[src/rtl/pgm_gfx_mem_arbiter.sv]
// rtl/pgm_gfx_mem_arbiter.sv - single-outstanding DDRAM gfx read arbiter with response timeout
// Optional: define PGM_GFX_ARB_RR_EN for round-robin owner selection (fixed priority otherwise).
module pgm_gfx_mem_arbiter #(
  parameter int NUM_REQ = 3,
  parameter int ADDR_W  = 29,
  parameter int TIMEOUT = 255
) (
  input  logic                      clk,
  input  logic                      reset,
  input  logic [NUM_REQ-1:0]        req_i,
  input  logic [NUM_REQ*ADDR_W-1:0] req_addr_i,
  output logic [NUM_REQ-1:0]        req_grant_o,
  output logic [NUM_REQ-1:0]        rsp_valid_o,
  output logic [63:0]               rsp_data_o,
  output logic                      rsp_err_o,
  output logic                      arb_busy_o,
  output logic                      ddram_rd_o,
  output logic [ADDR_W-1:0]         ddram_addr_o,
  input  logic                      ddram_busy_i,
  input  logic [63:0]               ddram_dout_i,
  input  logic                      ddram_dout_ready_i
);

  localparam int IDX_W = (NUM_REQ > 1) ? $clog2(NUM_REQ) : 1;
  localparam logic [7:0] TIMEOUT_LAST = 8'(TIMEOUT - 1);

  typedef enum logic [1:0] {
    S_IDLE,
    S_ISSUE,
    S_WAIT_DATA,
    S_RESP
  } state_t;

  state_t               state_q, state_d;
  logic [IDX_W-1:0]     owner_q, owner_d;
  logic                 ddram_rd_q, ddram_rd_d;
  logic [ADDR_W-1:0]    ddram_addr_q, ddram_addr_d;
  logic [NUM_REQ-1:0]   req_grant_q, req_grant_d;
  logic [NUM_REQ-1:0]   rsp_valid_q, rsp_valid_d;
  logic [63:0]          rsp_data_q, rsp_data_d;
  logic                 rsp_err_q, rsp_err_d;
  logic [7:0]           cnt_q, cnt_d;

  logic [IDX_W-1:0]     sel_idx;
  logic [ADDR_W-1:0]    sel_addr;
  logic [NUM_REQ-1:0]   owner_oh;

`ifdef PGM_GFX_ARB_RR_EN
  logic [IDX_W-1:0]     rr_q, rr_d;
  logic [IDX_W-1:0]     rr_cand;
  logic                 rr_found;

  // Search starts at the pointer and wraps, so the last owner becomes lowest priority.
  always_comb begin
    sel_idx  = '0;
    rr_cand  = '0;
    rr_found = 1'b0;
    for (int k = 0; k < NUM_REQ; k++) begin
      rr_cand = IDX_W'((int'(rr_q) + k) % NUM_REQ);
      if (!rr_found && req_i[rr_cand]) begin
        rr_found = 1'b1;
        sel_idx  = rr_cand;
      end
    end
  end
`else
  always_comb begin
    sel_idx = '0;
    for (int i = NUM_REQ - 1; i >= 0; i--) begin
      if (req_i[i]) sel_idx = IDX_W'(i);
    end
  end
`endif

  assign sel_addr = req_addr_i[sel_idx*ADDR_W +: ADDR_W];
  assign owner_oh = NUM_REQ'(1) << owner_q;

  always_ff @(posedge clk) begin
    if (reset) begin
      state_q      <= S_IDLE;
      owner_q      <= '0;
      ddram_rd_q   <= 1'b0;
      ddram_addr_q <= '0;
      req_grant_q  <= '0;
      rsp_valid_q  <= '0;
      rsp_data_q   <= '0;
      rsp_err_q    <= 1'b0;
      cnt_q        <= '0;
`ifdef PGM_GFX_ARB_RR_EN
      rr_q         <= '0;
`endif
    end else begin
      state_q      <= state_d;
      owner_q      <= owner_d;
      ddram_rd_q   <= ddram_rd_d;
      ddram_addr_q <= ddram_addr_d;
      req_grant_q  <= req_grant_d;
      rsp_valid_q  <= rsp_valid_d;
      rsp_data_q   <= rsp_data_d;
      rsp_err_q    <= rsp_err_d;
      cnt_q        <= cnt_d;
`ifdef PGM_GFX_ARB_RR_EN
      rr_q         <= rr_d;
`endif
    end
  end

  always_comb begin
    state_d      = state_q;
    owner_d      = owner_q;
    ddram_rd_d   = ddram_rd_q;
    ddram_addr_d = ddram_addr_q;
    req_grant_d  = '0;
    rsp_valid_d  = '0;
    rsp_data_d   = rsp_data_q;
    rsp_err_d    = rsp_err_q;
    cnt_d        = cnt_q;
`ifdef PGM_GFX_ARB_RR_EN
    rr_d         = rr_q;
`endif
    case (state_q)
      S_IDLE: begin
        if (|req_i) begin
          owner_d      = sel_idx;
          ddram_addr_d = sel_addr;
          ddram_rd_d   = 1'b1;
          state_d      = S_ISSUE;
        end
      end
      S_ISSUE: begin
        if (!ddram_busy_i) begin
          ddram_rd_d  = 1'b0;
          req_grant_d = owner_oh;
          cnt_d       = '0;
`ifdef PGM_GFX_ARB_RR_EN
          rr_d = (owner_q == IDX_W'(NUM_REQ - 1)) ? '0 : owner_q + 1'b1;
`endif
          // A controller that answers in the accept cycle skips WAIT_DATA entirely.
          if (ddram_dout_ready_i) begin
            rsp_data_d  = ddram_dout_i;
            rsp_err_d   = 1'b0;
            rsp_valid_d = owner_oh;
            state_d     = S_RESP;
          end else begin
            state_d = S_WAIT_DATA;
          end
        end
      end
      S_WAIT_DATA: begin
        if (ddram_dout_ready_i) begin
          rsp_data_d  = ddram_dout_i;
          rsp_err_d   = 1'b0;
          rsp_valid_d = owner_oh;
          state_d     = S_RESP;
        end else begin
          cnt_d = cnt_q + 8'd1;
          if (cnt_q == TIMEOUT_LAST) begin
            rsp_data_d  = '0;
            rsp_err_d   = 1'b1;
            rsp_valid_d = owner_oh;
            state_d     = S_RESP;
          end
        end
      end
      S_RESP: begin
        state_d = S_IDLE;
      end
      default: begin
        state_d = S_IDLE;
      end
    endcase
  end

  assign req_grant_o  = req_grant_q;
  assign rsp_valid_o  = rsp_valid_q;
  assign rsp_data_o   = rsp_data_q;
  assign rsp_err_o    = rsp_err_q;
  assign arb_busy_o   = (state_q != S_IDLE);
  assign ddram_rd_o   = ddram_rd_q;
  assign ddram_addr_o = ddram_addr_q;

endmodule

[config.mk]
export PLATFORM = sky130hd
export DESIGN_NAME = pgm_gfx_mem_arbiter
export DESIGN_NICKNAME = d
export VERILOG_FILES = /design/src/rtl/pgm_gfx_mem_arbiter.sv
export SDC_FILE = /design/constraint.sdc
export NUM_CORES = 1
export LEC_CHECK = 0
export CELL_PAD_IN_SITES_DETAIL_PLACEMENT = 1
export CELL_PAD_IN_SITES_GLOBAL_PLACEMENT = 1
export CORE_MARGIN = 2
export CORE_UTILIZATION = 28
export CTS_CLUSTER_DIAMETER = 60
export DETAILED_ROUTE_END_ITERATION = 8
export PLACE_DENSITY_LB_ADDON = 0.25
export SETUP_SLACK_MARGIN = 0.05
export SYNTH_ARGS = -nofsm -noshare
export SYNTH_HDL_FRONTEND = slang
export SYNTH_SLANG_ARGS = --single-unit
[constraint.sdc]
create_clock -name clk -period 1.9 [get_ports clk]
set_input_delay 0.38 -clock clk [delete_from_list [all_inputs] [get_ports clk]]
set_output_delay 0.38 -clock clk [all_outputs]
set_load 0.01 [all_outputs]
---- Word level (Yosys, flattened, before mapping) ----
Index checks and enable logic that the tools add are counted.
cells by class
  bitwise operators ....................... 1
  reduce and logical (&&, ||, !) cells .... 11
  mux-type cells .......................... 30
  $mul .................................... 1
  add/subtract/negate cells ............... 1
  equal/unequal tests ..................... 9
  shift-type cells ........................ 2
operators with widths
  operator                                             count
  2-to-1 mux 64 bit                                    4
  one-hot mux 64 bit (2 select lines)                  1
  variable part select 87 x 8 -> 29 bit                1
  2-to-1 mux 8 bit                                     2
  one-hot mux 8 bit (2 select lines)                   1
  2-to-1 mux 2 bit                                     7
  2-to-1 mux 3 bit                                     4
  AND reduction 3 bit                                  3
  adder 8 x 1 -> 8 bit, second input constant          1
  equality test 8 bit, second input constant           1
  != test 2 bit, second input constant                 4
  one-hot mux 2 bit (4 select lines)                   1
  multiplier 2 x 5 -> 7 bit, second input constant     1
  2-to-1 mux 1 bit                                     7
  one-hot mux 3 bit (2 select lines)                   1
  nonzero test 2 bit                                   3
  OR reduction 3 bit                                   2
  equality test 2 bit, second input constant           2
  one-hot mux 1 bit (2 select lines)                   2
  AND reduction 4 bit                                  1
  != test 3 bit, second input constant                 1
  << shifter 1 x 2 -> 3 bit, first input constant      1
  equality test 2 x 1 -> 1 bit, second input constant  1
  zero test 2 bit                                      1
  2 further kinds                                      2
storage, ports and cells
  input port bits ......................... 158
  word-level logic and storage cells ...... 64
  output and inout bits ................... 102
  register bits after elaboration ......... 113

---- Logic depth before layout (Yosys ltp) ----
Gate-level depths: netlist of the first run.
  word-level depth ........................ 5
  mapped depth ............................ 8
  mapped depth without buffers ............ 6

---- Least setup slack after synthesis of the first run ----
No wires, ideal clock.
  path type ............................... register -> register
  from .................................... register state_q[1]
  to ...................................... register rsp_data_q[38], in the netlist rsp_data_o[38]
  cell stages (with the launch flop) ...... 9
  period minus slack after synthesis ...... 1.596 ns
  slack ................................... 0.304 ns
  library setup time ...................... 0.070 ns
  buffers on the path ..................... 2
  required time ........................... 1.830 ns
  arrival time ............................ 1.526 ns
  cells stage by stage .................... dfxtp_1 inv_1 ha_1 nor2b_2 o21ai_1 buf_2 buf_4 nand3_1 a21oi_1
on the way
  cells in the longest elaborated chain, start to end .. 3
  elaborated cells between the ends (all ways) .. 8
  those cells by class .................... eq/ne (5); mux (1); reduce/logical (2)
RTL lines
  element                                                              line  RTL
  start, declared                                                      34    state_t state_q, state_d;
  start signal, assigned                                               93    state_q <= state_d;
  equality test 2 bit or equality test 2 x 1 -> 1 bit (tied branches)  121   case (state_q)
  != test 3 bit (no source line) (tied with other cells)               --
  AND reduction 4 bit (no source line)                                 --
  end signal, assigned                                                 99    rsp_data_q <= rsp_data_d;
  end, declared                                                        40    logic [63:0] rsp_data_q, rsp_data_d;
Parallel ways exist; a longest one is shown, timed or not.
A chain may end at the register's enable or synchronous reset.

---- Worst setup path after layout of the first run ----
  from .................................... register ddram_addr_q[8], in the netlist ddram_addr_o[8]
  to ...................................... output port ddram_addr_o[8]
RTL lines
  element                 line  RTL
  start, declared         37    logic [ADDR_W-1:0] ddram_addr_q, ddram_addr_d;
  start signal, assigned  96    ddram_addr_q <= ddram_addr_d;
  end, declared           18    output logic [ADDR_W-1:0] ddram_addr_o,
No word-level cell between the ends.

==> results of run 1 <==
-- state kept, by name (all words and copies together) (netlist names) --
signal and cells:
rsp_err_o 1, rsp_valid_o 3, cnt_q 8, req_grant_o 3
state_q 2, owner_q 2, rsp_data_o 64, ddram_rd_o 1
ddram_addr_o 29
-- layout make-up --
class	instances	share of cell area [%]
antenna	1	0.0289
timing repair buffer	287	33.4
tap	229	3.31
clock inverter	5	1.19
multi-input combinational	447	30.1
inverter	5	0.217
sequential	113	26.2
clock buffer	25	5.61
-- synth_stat cells --
| cell type | count | area share (%) |
|---|---|---|
| sky130_fd_sc_hd__and3_1 | 2 | 0.25 |
| sky130_fd_sc_hd__buf_1 | 1 | 0.074 |
| sky130_fd_sc_hd__buf_4 | 7 | 1.0 |
| sky130_fd_sc_hd__nor2_1 | 10 | 0.74 |
| sky130_fd_sc_hd__nand2_1 | 68 | 5.0 |
| sky130_fd_sc_hd__o211ai_2 | 1 | 0.25 |
| sky130_fd_sc_hd__nor3b_2 | 1 | 0.25 |
| sky130_fd_sc_hd__nand4_1 | 3 | 0.37 |
| sky130_fd_sc_hd__a41o_1 | 1 | 0.20 |
| sky130_fd_sc_hd__o2111ai_1 | 2 | 0.34 |
| sky130_fd_sc_hd__a221oi_1 | 29 | 5.0 |
| sky130_fd_sc_hd__a31o_1 | 1 | 0.17 |
| sky130_fd_sc_hd__xor2_1 | 4 | 0.69 |
| sky130_fd_sc_hd__nor2b_2 | 2 | 0.34 |
| sky130_fd_sc_hd__a21oi_1 | 130 | 13 |
| sky130_fd_sc_hd__a21bo_2 | 1 | 0.20 |
| sky130_fd_sc_hd__nor2b_1 | 1 | 0.12 |
| sky130_fd_sc_hd__o21ai_0 | 31 | 3.0 |
| sky130_fd_sc_hd__nor3_1 | 2 | 0.20 |
| sky130_fd_sc_hd__o211ai_1 | 2 | 0.29 |
| sky130_fd_sc_hd__nand4b_1 | 1 | 0.17 |
| sky130_fd_sc_hd__and3b_1 | 2 | 0.34 |
| sky130_fd_sc_hd__a211oi_1 | 3 | 0.44 |
| sky130_fd_sc_hd__inv_1 | 5 | 0.37 |
| sky130_fd_sc_hd__and4_1 | 1 | 0.17 |
| sky130_fd_sc_hd__nor4b_1 | 4 | 0.69 |
| sky130_fd_sc_hd__o21bai_1 | 1 | 0.15 |
| sky130_fd_sc_hd__nand2b_1 | 30 | 3.7 |
| sky130_fd_sc_hd__nor4_1 | 1 | 0.12 |
| sky130_fd_sc_hd__nand3b_1 | 29 | 4.3 |
| sky130_fd_sc_hd__dfxtp_1 | 113 | 44 |
| sky130_fd_sc_hd__buf_2 | 23 | 2.3 |
| sky130_fd_sc_hd__o21ai_2 | 1 | 0.17 |
| sky130_fd_sc_hd__clkbuf_1 | 29 | 2.1 |
| sky130_fd_sc_hd__and2_1 | 1 | 0.12 |
| sky130_fd_sc_hd__or3_1 | 2 | 0.25 |
| sky130_fd_sc_hd__o21a_1 | 1 | 0.15 |
| sky130_fd_sc_hd__a31oi_1 | 1 | 0.12 |
| sky130_fd_sc_hd__nand3_1 | 66 | 6.5 |
| sky130_fd_sc_hd__and2b_1 | 2 | 0.29 |
| sky130_fd_sc_hd__o21ai_1 | 3 | 0.29 |
| sky130_fd_sc_hd__a22oi_1 | 1 | 0.15 |
| sky130_fd_sc_hd__ha_1 | 6 | 1.5 |
-- worst reg2reg max path, delay by kind of cell, from the launching register on --
family / cells / cell delay (ps)
AO/OA/AOI/OAI: 2 / 360
flip-flops: 1 / 340
buffers and inverters: 2 / 340
AND/OR/NAND/NOR: 2 / 320
adder cells (fa/ha/maj): 1 / 280
-- timing repair --
item | in CTS | in global routing
gates resized for setup | 5 | 11
pin swaps | 0 | 0
endpoints found under the setup margin | 6 | 73
-- worst max path at each step --
| stage | startpoint | end | slack (ps) |
|---|---|---|---|
| CTS | state_q[1] | state_q[1] | 60 |
| global route | state_q[1] | state_q[1] | 60 |
| global placement | req_i[1] | state_q[1] | 30 |
| finish | ddram_addr_o[8] | ddram_addr_o[8] | 190 |
| detailed placement | req_i[1] | state_q[1] | -110 |
| floorplan | state_q[1] | rsp_data_o[38] | 300 |
-- cell families (layout without fill, tap and decap cells) --
family / Yosys count / count (layout)
other cells: 0 / 1
buf+inv: 65 / 322
flops: 113 / 113
xor+xnor: 4 / 4
fa+ha+maj: 6 / 6
simple gates: 228 / 228
compound gates: 209 / 209
-- power by group through the flow --
stage / registers [W] / clock network [W] / logic [W]
2_1_floorplan: 0.00335 / 0 / 0.00119
5_1_grt: 0.00322 / 0.00338 / 0.00355
6_report: 0.00316 / 0.00316 / 0.00327
3_5_place_dp: 0.00319 / 0 / 0.00325
4_1_cts: 0.00316 / 0.00325 / 0.00326
3_3_place_gp: 0.00316 / 0 / 0.00315
-- stage by stage --
stage / TNS [ps] / hold WS, ps / setup WS [ps]
CTS: 0 / 285 / 64.4
global placement: 0 / 453 / 25.8
finish: 0 / 308 / 189
floorplan: 0 / 454 / 304
global route: 0 / 314 / 61.8
detailed placement: -177 / 462 / -113
-- layer usage --
| layer | track usage [%] | share of wire [%] | vias to the layer above |
|---|---|---|---|
| met2 | 35.0 | 49 | 201 |
| met4 | 8.77 | 2.8 | 0 |
| met5 | 0 | 0 | - |
| li1 | - | - | 2733 |
| met1 | 23.0 | 41 | 2749 |
| met3 | 6.15 | 7.0 | 38 |
==> metrics list, run 1 <==
- The number of buffers and inverters on the critical path is 1.
* All-layer global routing usage: between 20% and 30%
* Reg area: ~2300 um2
* Number of synthesis warnings: 0
- Setup violations remaining at the end of the flow were counted as 0.
- End-of-flow core utilization: 48.3%
- The worst setup path is of the flop to output port kind.
- In the final routed layout, each cell accounts on average for ~18 um.
* Antenna violations before repair: 1
- Actual slew at the worst max-slew pin: between 300 and 400 ps
- Instance area after placement: approximately 8000 um2
- IO Pins: 260
- Sequential elements use 44.4% of the synthesized area.
* Y dimension of the die: roughly 140 um
* Via count of the first global-routing pass: between 5000 and 6000
- Cells with a size suffix above 1 make up 8.62% of the layout.
* Setup slack of the most critical reg-to-reg path: ~200 ps
* Area enclosed by the die boundary: between 15000 and 20000 um2
- Input and output buffers added on the ports amount to 259.
- The clock drives 113 sinks.
* Maximum cell stage delay along the critical path: about 560 ps
* Cell count after synthesis: ~630
* Worst slew margin relative to its limit: 77.3%
* Maximum vdd drop: 0.000551 V
- Final count of pins violating max slew: 0
- The startpoint identified for the worst register-to-register timing path is state_q[1].
- The number of hold buffers added after CTS was 0.
- Of the total synthesized cell area, the portion taken by full adders, half adders and majority gates is 1.47%.
- Clock Latency Late Sink: 410 ps
- H-tree level count: 4
- Switching power share of the total: 29.9%
* Post-Syn Nets: between 700 and 800
- Maximum fanout along the worst path: 2
- After clock tree synthesis, the setup repair step added 0 buffers.
* Count of TritonRoute iterations in the first routing pass: 4
- Final hold viol count: 0
* Comb power frac: about a third
- STA classifies the critical path endpoint as an output port.
- Leading cell type in the layout, fill and taps excluded: sky130_fd_sc_hd__clkdlybuf4s50_1
- In this run the power spent charging and discharging nets is 0.00287 W.
- Seq pwr share: roughly a third
- After synthesis, the largest family of logic cells by area is simple AND/OR/NAND/NOR gates.
- The clock network accounts for 33.0% of the total power.
- Setup repair after global routing left no endpoint under its margin.
- STA classifies the critical path startpoint as a flop.
- Clock tree synthesis selected as its root buffer the cell sky130_fd_sc_hd__clkbuf_16.
* HPWL after detailed placement: between 10 and 15 mm
- TritonCTS built the clock tree.
- The analysis attributes to cell leakage a power of roughly 3.0 nW.
- The number of clock buffers added by TritonCTS is 17.
- Filler Cells Inserted: a little over 2000
- The slowest stage of the critical path belongs to the cell sky130_fd_sc_hd__clkdlybuf4s50_1.
- Entering global routing, the biggest net connects a little over 70 pins.
- Worst-case reg-to-reg path depth: 7
- Count of distinct cell types in the synthesized netlist: 43
- Remaining design rule violation count: 0
- Summing the areas of all compound-gate instances in the mapped netlist gives 23.7% of the synthesized area.
- Summing over every cut layer, the via total after detailed routing is between 5000 and 6000.
* Final worst-path cycle share: between 90 and 100%
- Counting I/O delays and the setup requirement, the final critical path takes between 1500 and 2000 ps.
- First-pass GRT wire length: about 31 mm
- Max Clock Skew: 8.02 ps
- Worst path top cell family by delay: buffers and inverters
* Cells along the critical path: clkdlybuf4s50_1
- Total power for the finished layout comes to 0.00960 W.
* Combined area of all synthesized cells: 5100 um2
- The total overflow left after global routing is 0.
* Number of placed instances with taps included: 1081
- The worst hold path belongs to the class input port to flop.
- Longest Clk Path Bufs: 2
- The die is 139 um wide.
- Max-Cap Viols: 0
- The net count of the finished layout is a little over 1000.
* Run status: finished, final reports clean
* Most frequent cells in the layout: 255 x sky130_fd_sc_hd__clkdlybuf4s50_1, 129 x sky130_fd_sc_hd__a21oi_1, 112 x sky130_fd_sc_hd__dfxtp_1
- Number of placement rows: 49
- In this run the remaining antenna-violating nets after routing total 0.
- In this run the power density over the cells is 1110 nW/um2.
- WP depth: 1
* Total detailed-routing wirelength: between 15 and 20 mm
- Layout overhead on the synthesized area: 69.7%
- Cell internal power was estimated by the tool at approximately 0.0067 W.
* Portion of netlist area occupied by mux cells: 0%
- Gp weighted congestion: between 0.8 and 0.9
- For this run, the top clock speed supported by timing is ~580 MHz.
- Once the floorplan was initialized, standard cells occupied around 28% of the core.
* Clock slew seen by the registers of the worst setup and hold paths: roughly 50 ps
* Start point of the worst min-delay path: reset
- At the worst endpoint, the arrival time is 1330 ps.
- After the flow finishes, the layout carries non-filler instances totaling roughly 1100.
- The region available for standard cell placement spans 17900 um2.
- Post-DR vias/cell: around 5.1
- The worst hold path passes through 2 cells.
* Initial detailed-routing violation count: ~140
- In this run the mean area of a mapped cell was about 8.2 um2.
- The finished cells cover 8650 um2.
- Register bit count reported by yosys: roughly 110
- The worst hold path terminates at ddram_rd_o.
- Post-Synth XOR/XNOR Area: less than 1%
* Multi-input gate area in the final layout: 2610 um2
* Post-synthesis share of cell area spent on and, or, nand and nor gates: around a quarter
- Capturing point of the worst reg2reg path: rsp_data_o[4]
- For the worst setup path, the data required time is 1520 ps.
(Power assumes the default switching activity.)
==> run 2: changes to the inputs <==
--- a/config.mk
+++ b/config.mk
@@ -7,12 +7,11 @@
 export LEC_CHECK = 0
 export CELL_PAD_IN_SITES_DETAIL_PLACEMENT = 1
 export CELL_PAD_IN_SITES_GLOBAL_PLACEMENT = 1
-export CORE_MARGIN = 2
+export CORE_ASPECT_RATIO = 1.25
 export CORE_UTILIZATION = 28
 export CTS_CLUSTER_DIAMETER = 60
 export DETAILED_ROUTE_END_ITERATION = 8
 export PLACE_DENSITY_LB_ADDON = 0.25
-export SETUP_SLACK_MARGIN = 0.05
 export SYNTH_ARGS = -nofsm -noshare
 export SYNTH_HDL_FRONTEND = slang
 export SYNTH_SLANG_ARGS = --single-unit
==> run 2 against run 1 <==
Against the previous run: cell area fell by 0.42%; sequential cell count did not move; power rose by 1.1%; routed wire length rose by 1.2%; count of clock-buffer cells in the layout fell by 8; critical endpoint is now arb_busy_o; largest power group is now clock.
==> metrics list, run 2 (synthesis gave the netlist of run 1 again) <==
- The final core utilization came to 48.8% (+0.53 points).
- Final worst-path cycle share: 97.4% (+7.4 points)
- The max-capacitance violation count came to 0 (unchanged).
- The required arrival time at the worst endpoint came to 1520 ps (about the same).
- Sum Neg Setup Slack: 0 ps (unchanged)
- Aggregate global routing overflow: 0 (unchanged)
- The post-CTS setup-driven buffer insertion count was 0 (unchanged).
- The number of design-rule violations left by the first detailed-router iteration is 290 (+110%).
* Final hold viol count: 0 (unchanged)
- The clock-pin slew on the worst setup and hold paths came to 60 ps (about the same).
- Maximum fanout along the worst path: 4 (+2)
- IO Pins: 260 (unchanged)
- Number of flip-flops under the largest register name: 64 (unchanged)
- The overall track demand over capacity in global routing is 21.4% (+1.2 points).
* Switching power total: 0.00310 W (+8.2%)
- Largest net degree at the start of global routing: 66 (-8.3%)
* Fraction of final layout cells sized beyond drive strength 1: 9.40% (+0.78 points)
- Clock tree root buffer cell: sky130_fd_sc_hd__clkbuf_16
- Core Box Area: 17600 um2 (-1.5%)
- Final count of pins violating max slew: 0 (unchanged)
- The site row count was 54 (+10%).
* Number of clock sinks: 113 (unchanged)
- Via count of the routed design: 5746 (+0.44%)
- Switching power share of the total: 32.0% (+2.1 points)
* Leading cell type in the layout, fill and taps excluded: sky130_fd_sc_hd__clkdlybuf4s50_1
- Final period demand of the worst path: 1850 ps (+140 ps)
- The number of design rule violations left after detail routing is 0 (unchanged).
- Final setup violating endpoints: 0 (unchanged)
* Most frequent cells in the layout: 255 x sky130_fd_sc_hd__clkdlybuf4s50_1, 130 x sky130_fd_sc_hd__a21oi_1, 111 x sky130_fd_sc_hd__dfxtp_1
- The worst setup path is captured at an output port.
- The total power of the final layout was 0.00971 W (+1.1%).
- The total internal power is 0.00660 W (-1.9%).
* Horizontal extent of the die: 123 um (-12%)
* IO Port Bufs: 259 (unchanged)
* Via count of the first global-routing pass: 6254 (+5.0%)
* Met1 capacity usage during global routing: 21.9% (-1.1 points)
- Maximum vdd drop: 0.000636 V (+15%)
* Worst slew margin relative to its limit: 50.5% (-27 points)
- The count of placed standard cells in the final layout, fillers left out is 1108 (-0.36%).
- Routing layer with the top usage in global route: met2
* Clock Latency Late Sink: 410 ps (about the same)
* Element type at the critical path start: flop
- Area enclosed by the die boundary: 18700 um2 (-2.8%)
- Static Leak: 3.00 nW (-0.44%)
* Max Clock Skew: 8.40 ps (+0.376 ps)
- The worst reg-to-reg path cell count came to 7 (unchanged).
- The total detailed-routing wirelength is 20.0 mm (+1.2%).
* CTS tree: yes
- The post-DP HPWL is 14.2 mm (-1.7%).
- Capturing point of the worst reg2reg path: cnt_q[4]
- The largest buffer count on any clock path is 2 (unchanged).
* Met2 track demand over resource in global routing: 38.9% (+3.9 points)
- The placed instance count is 1075 (-0.56%).
- Unrepaired setup endpoints after global routing: yes
* Final Net Count: 1035 (unchanged)
- Comb power frac: 33.6% (-0.5 points)
* Max frequency: 540 MHz (-7.6%)
- First-pass GRT wire length: 31.4 mm (-0.13%)
- The number of H-tree branching levels is 4 (unchanged).
- The routability congestion estimate from global placement came to 0.786 (-3.5%).
* Reg-to-reg critical path startpoint: state_q[1]
- Hold path cells: 2 (unchanged)
* Setup slack after placement: -461 ps (-349 ps)
- The y dimension of the die came to 153 um (+10%).
- Ratio of total power to cell area: 1130 nW/um2 (+1.5%)
- The count of hold-fix buffers inserted at cts came to 0 (unchanged).
- Detail-routed net length per standard cell: 18.1 um (+1.6%)
- The final worst-path setup slack came to 49.4 ps (-140 ps).
- The sequential power share is 32.6% (-0.3 points).
- Layout overhead on the synthesized area: 69.0%
* Clock network power share: 33.8% (+0.8 points)
- The arrival time at the worst endpoint came to 1470 ps (+140 ps).
- The worst-margin pin slew came to 740 ps (+400 ps).
- The initial antenna violation count was 2 (+1).
- Remaining antenna violation count: 0 (unchanged)
- The reg-to-reg setup timing slack was 100 ps (-100 ps).
- Endpoint of the worst setup timing path: arb_busy_o
* Classification of the worst-slack hold path: flop to flop
* Count of TritonRoute iterations in the first routing pass: 6 (+2)
- The number of vias per cell after detailed routing is 5.19 (+0.80%).
* Starting utilization of the core area: 28.9% (+0.43 points)
- Run status: finished, final reports clean
- The met3 usage in global routing was 6.19% (+0.048 points).
- The critical path starts at state_q[1].
- Crit Path Category: flop to output port
- Cts bufs inserted: 17 (unchanged)
==> run 2: cell count changes in the layout (fill, tap and decap cells not counted), sizes merged <==
cell         delta
buf             -2
clkbuf          -8
clkinv          +4
clkinvlp        +1
dlygate4sd2     +1
inv             +4
nor2            +1
==> run 2: layout make-up <==
type                    count  area [um2]
fillers                  2047        9020
repair buffers            286        2830
multi-input cells         448        2610
flip-flops and latches    113        2260
clock buffers              17         425
well taps                 224         280
clock inverters            14         180
inverters                   5        23.8
diodes                      1        2.50
==> run 2: worst min-delay path by stage <==
stage	startpoint	to	slack (ps)
after global placement	rsp_data_o[27]	rsp_data_o[27]	450
after floorplan	cnt_q[7]	cnt_q[7]	450
after CTS	reset	rsp_valid_o[0]	460
after global routing	reset	rsp_valid_o[0]	470
after detailed placement	rsp_data_o[44]	rsp_data_o[44]	460
final	rsp_data_o[18]	rsp_data_o[18]	470
==> run 2: through the flow <==
| stage | hold slack (ps) | cell area (um2) |
|---|---|---|
| CTS | 458 | 8590 |
| finish | 467 | 8610 |
| detailed placement | 462 | 7950 |
| global route | 474 | 8610 |
| floorplan | 454 | 5100 |
| global placement | 453 | 7950 |
==> run 2: power groups by stage <==
| stage | clock, W | sequential [W] | combinational (W) |
|---|---|---|---|
| finish | 0.00328 | 0.00317 | 0.00326 |
| global route | 0.00349 | 0.00322 | 0.00352 |
| CTS | 0.00336 | 0.00317 | 0.00329 |
| detailed placement | 0 | 0.00320 | 0.00317 |
| global placement | 0 | 0.00318 | 0.00306 |
| floorplan | 0 | 0.00335 | 0.00119 |
==> run 2: routing by layer <==
metal | share of wire (%) | wire length, um | vias up
met3 | 6.9 | 1380 | 47
met2 | 52 | 10300 | 224
met4 | 3.1 | 631 | 0
li1 | - | - | 2736
met1 | 38 | 7680 | 2739
met5 | 0 | 0 | -
==> run 2: critical path, cell delays in order, from the launching register on <==
cell,delay (ps)
sky130_fd_sc_hd__dfxtp_2,350
sky130_fd_sc_hd__inv_2,70
sky130_fd_sc_hd__ha_4,180
sky130_fd_sc_hd__inv_6,90
sky130_fd_sc_hd__buf_4,100
sky130_fd_sc_hd__dlygate4sd2_1,260
==> run 2: repair_timing <==
action	4_1_cts	5_1_grt
gates resized for setup	11	5
endpoints found under the setup margin	32	27
pin swaps	1	0
cloned	1	0
==> run 3: changes to the inputs <==
--- a/config.mk
+++ b/config.mk
@@ -5,9 +5,9 @@
 export SDC_FILE = /design/constraint.sdc
 export NUM_CORES = 1
 export LEC_CHECK = 0
+export ABC_CLOCK_PERIOD_IN_PS = 1900
 export CELL_PAD_IN_SITES_DETAIL_PLACEMENT = 1
 export CELL_PAD_IN_SITES_GLOBAL_PLACEMENT = 1
-export CORE_ASPECT_RATIO = 1.25
 export CORE_UTILIZATION = 28
 export CTS_CLUSTER_DIAMETER = 60
 export DETAILED_ROUTE_END_ITERATION = 8
==> run 3 against run 2 <==
Against the previous run: fmax increased by 2.1%; combinational power about the same; critical endpoint is now cnt_q[4]; core utilization grew 0.36 points; count of clock-buffer cells in the layout rose by 4; sequential cell count unchanged; clock power up 2%; non-clock buffer count is 2 lower; largest cell class unchanged; global-route usage is essentially flat; worst setup slack improved by 37 ps; sequential share of layout area is 0.079 points lower.
==> metrics list, run 3 (synthesis gave the netlist of run 1 again) <==
- Buffering stage count on the worst path with inverters included: 3 (-1)
- The area growth from synthesis to layout is 69.3%.
- Maximum cell stage delay along the critical path: 350 ps (about the same)
- Clock tree root buffer cell: sky130_fd_sc_hd__clkbuf_16
- The final worst-path setup slack was 86.8 ps (+37.3 ps).
- Maximum vdd drop: 0.000570 V (-10%)
* Post-DR vias/cell: 5.19 (+0.16%)
- Y dimension of the die: 137 um (-10%)
- The tightest min-delay check is of the input port to flop type.
- The count of boundary I/O pins came to 260 (unchanged).
* Final worst-path cycle share: 95.4% (-2.0 points)
* Cell with the largest stage delay on the worst path: sky130_fd_sc_hd__dfxtp_1
- The insertion delay of the later-clocked pin in the worst-skew pair was 410 ps (about the same).
- Actual slew at the worst max-slew pin: 837 ps (+96.9 ps)
- Horizontal extent of the die: 137 um (+12%)
- The site row count was 48 (-11%).
- Leading cell type in the layout, fill and taps excluded: sky130_fd_sc_hd__clkdlybuf4s50_1
* Crit Path Category: flop to flop
- Fraction of final layout cells sized beyond drive strength 1: 8.74% (-0.66 points)
- The initial antenna violation count came to 0 (-2).
- The max-capacitance violation count is 0 (unchanged).
- The routability congestion estimate from global placement was 0.836 (+6.3%).
- Worst slew margin relative to its limit: 44.1% (-6.5 points)
- H-tree level count: 4 (unchanged)
- The flow ran to the end, and the final reports show no timing, DRC or antenna violations.
* Setup slack after placement: -658 ps (-197 ps)
- The shortest clock period the worst path allows after layout is 1810 ps (-37.3 ps).
- The number of buffers added by the clock tree synthesis step came to 17 (unchanged).
- The leakage component of the power is 3.01 nW (+0.34%).
- In the layout the commonest cells are 255 x sky130_fd_sc_hd__clkdlybuf4s50_1, 130 x sky130_fd_sc_hd__a21oi_1, 113 x sky130_fd_sc_hd__dfxtp_1.
- Number of hold buffers added after cts: 0 (unchanged)
* Core Box Area: 17500 um2 (-0.55%)
- The largest buffer count on any clock path came to 2 (unchanged).
- HPWL after detailed placement: 14.7 mm (+3.3%)
* Remaining design rule violation count: 0 (unchanged)
- The arrival time at the worst endpoint is 2100 ps (+630 ps).
- Via count of the first global-routing pass: 6048 (-3.3%)
- Filler Cells Inserted: 2021 (-1.3%)
* Element type at the critical path start: flop
* Worst path top cell family by delay: compound AO/OA/AOI/OAI gates
- Area enclosed by the die boundary: 18700 um2 (about the same)
- First-pass GRT wire length: 30.9 mm (-1.6%)
- The number of search-and-repair iterations in the first detailed-routing pass came to 4 (-2).
* Number of clock sinks: 113 (unchanged)
* CTS tree: yes
- The leftover overflow at the end of global routing is 0 (unchanged).
- Final Net Count: 1032 (-0.29%)
* All-layer global routing usage: 21.5% (+0.032 points)
- The total via count in the routed design is 5745 (-0.017%).
* Max frequency: 552 MHz (+2.1%)
- Largest net degree at the start of global routing: 66 (unchanged)
* Final count of pins violating max slew: 0 (unchanged)
- The power density normalized to cell area came to 1130 nW/um2 (+0.57%).
- The detailed-route wire length per cell was 18.4 um (+1.5%).
- End-of-flow core utilization: 49.2% (+0.36 points)
* Required arrival time at the worst endpoint: 2190 ps (+670 ps)
* Clock slew seen by the registers of the worst setup and hold paths: 50 ps (about the same)
- Number of flip-flops under the largest register name: 64 (unchanged)
* Total detailed-routing wirelength: 20.3 mm (+1.3%)
* Remaining antenna violation count: 0 (unchanged)
* Worst slack on hold paths: 428 ps (-39.6 ps)
* Final setup violating endpoints: 0 (unchanged)
- Cells along the critical path: inv_1, ha_2, buf_4, nand2_1, o211ai_2, buf_4, o21ai_0, a21oi_1
* Final hold viol count: 0 (unchanged)
* Max Clock Skew: 8.65 ps (+0.258 ps)
* IO Port Bufs: 259 (unchanged)
- The most numerous cell type found on the critical path is sky130_fd_sc_hd__buf_4.
- The largest driver fanout on the critical path came to 7 (+3).
* Diode count: 0 (-1)
* Initial detailed-routing violation count: 216 (-26%)
* Starting utilization of the core area: 29.1% (+0.16 points)
* Critical path endpoint category: flop
run 3: cell types whose count changed in the layout (fill, tap and decap cells not counted), sizes merged:
| cell | previous run | this run |
|---|---|---|
| clkbuf | 17 | 21 |
| inv | 9 | 5 |
| buf | 30 | 28 |
| bufinv | 3 | 4 |
| clkdlybuf4s15 | 0 | 1 |
| diode | 1 | 0 |
| dlygate4sd2 | 1 | 0 |
| nor2 | 11 | 10 |
run 3: where the power goes:
| group | switching [W] | internal, W | leakage [nW] |
|---|---|---|---|
| clock network | 0.00110 | 0.00225 | 0.303 |
| logic | 0.00155 | 0.00172 | 1.79 |
| registers | 0.000303 | 0.00286 | 0.922 |
run 3: final timing paths:
check	from	to	slack, ps	cells after the start
worst max-delay path	state_q[1]	cnt_q[4]	90	8
worst min-delay path	req_i[2]	ddram_rd_o	430	4
worst max register to register	state_q[1]	cnt_q[4]	90	8
worst min register to register	rsp_data_o[32]	rsp_data_o[32]	470	2
run 3: layer usage:
metal / up-vias / track usage (%) / wire length (um) / share of wire [%]
li1: 2733 / - / - / -
met1: 2760 / 23.1 / 8120 / 40
met2: 203 / 37.6 / 10200 / 50
met3: 49 / 6.44 / 1340 / 6.6
met4: 0 / 11.4 / 690 / 3.4
met5: - / 0 / 0 / 0
run 3: tightest hold or removal path: stages:
cell,delay [ps]
sky130_fd_sc_hd__buf_2,120
sky130_fd_sc_hd__nor4b_2,60
sky130_fd_sc_hd__o21ai_0,150
sky130_fd_sc_hd__a21oi_1,60
run 3: final cells by class:
cell class / instances / area, um2 / area share [%]
clock buffers: 21 / 460 / 5.34
clock inverters: 11 / 160 / 1.86
inverters: 5 / 18.8 / 0.217
multi-input cells: 447 / 2590 / 30.0
flip-flops and latches: 113 / 2260 / 26.2
well taps: 225 / 282 / 3.26
repair buffers: 284 / 2860 / 33.1
run 3: stage by stage:
stage / setup TNS [ps] / instance area (um2) / power (W) / std cells
2_1_floorplan: 0 / 5100 / 0.00454 / 625
3_3_place_gp: -14820 / 7980 / 0.00632 / 1074
3_5_place_dp: -17570 / 7980 / 0.00644 / 1074
4_1_cts: 0 / 8610 / 0.00987 / 1106
5_1_grt: -1.50 / 8630 / 0.0103 / 1106
6_report: 0 / 8630 / 0.00978 / 1106
run 3: timing repair:
action,4_1_cts,5_1_grt
resized for setup,5,8
endpoints found under the hold margin,0,0
cloned,0,0
pin swaps,0,0
buffers inserted,0,0
setup endpoints to repair,33,23
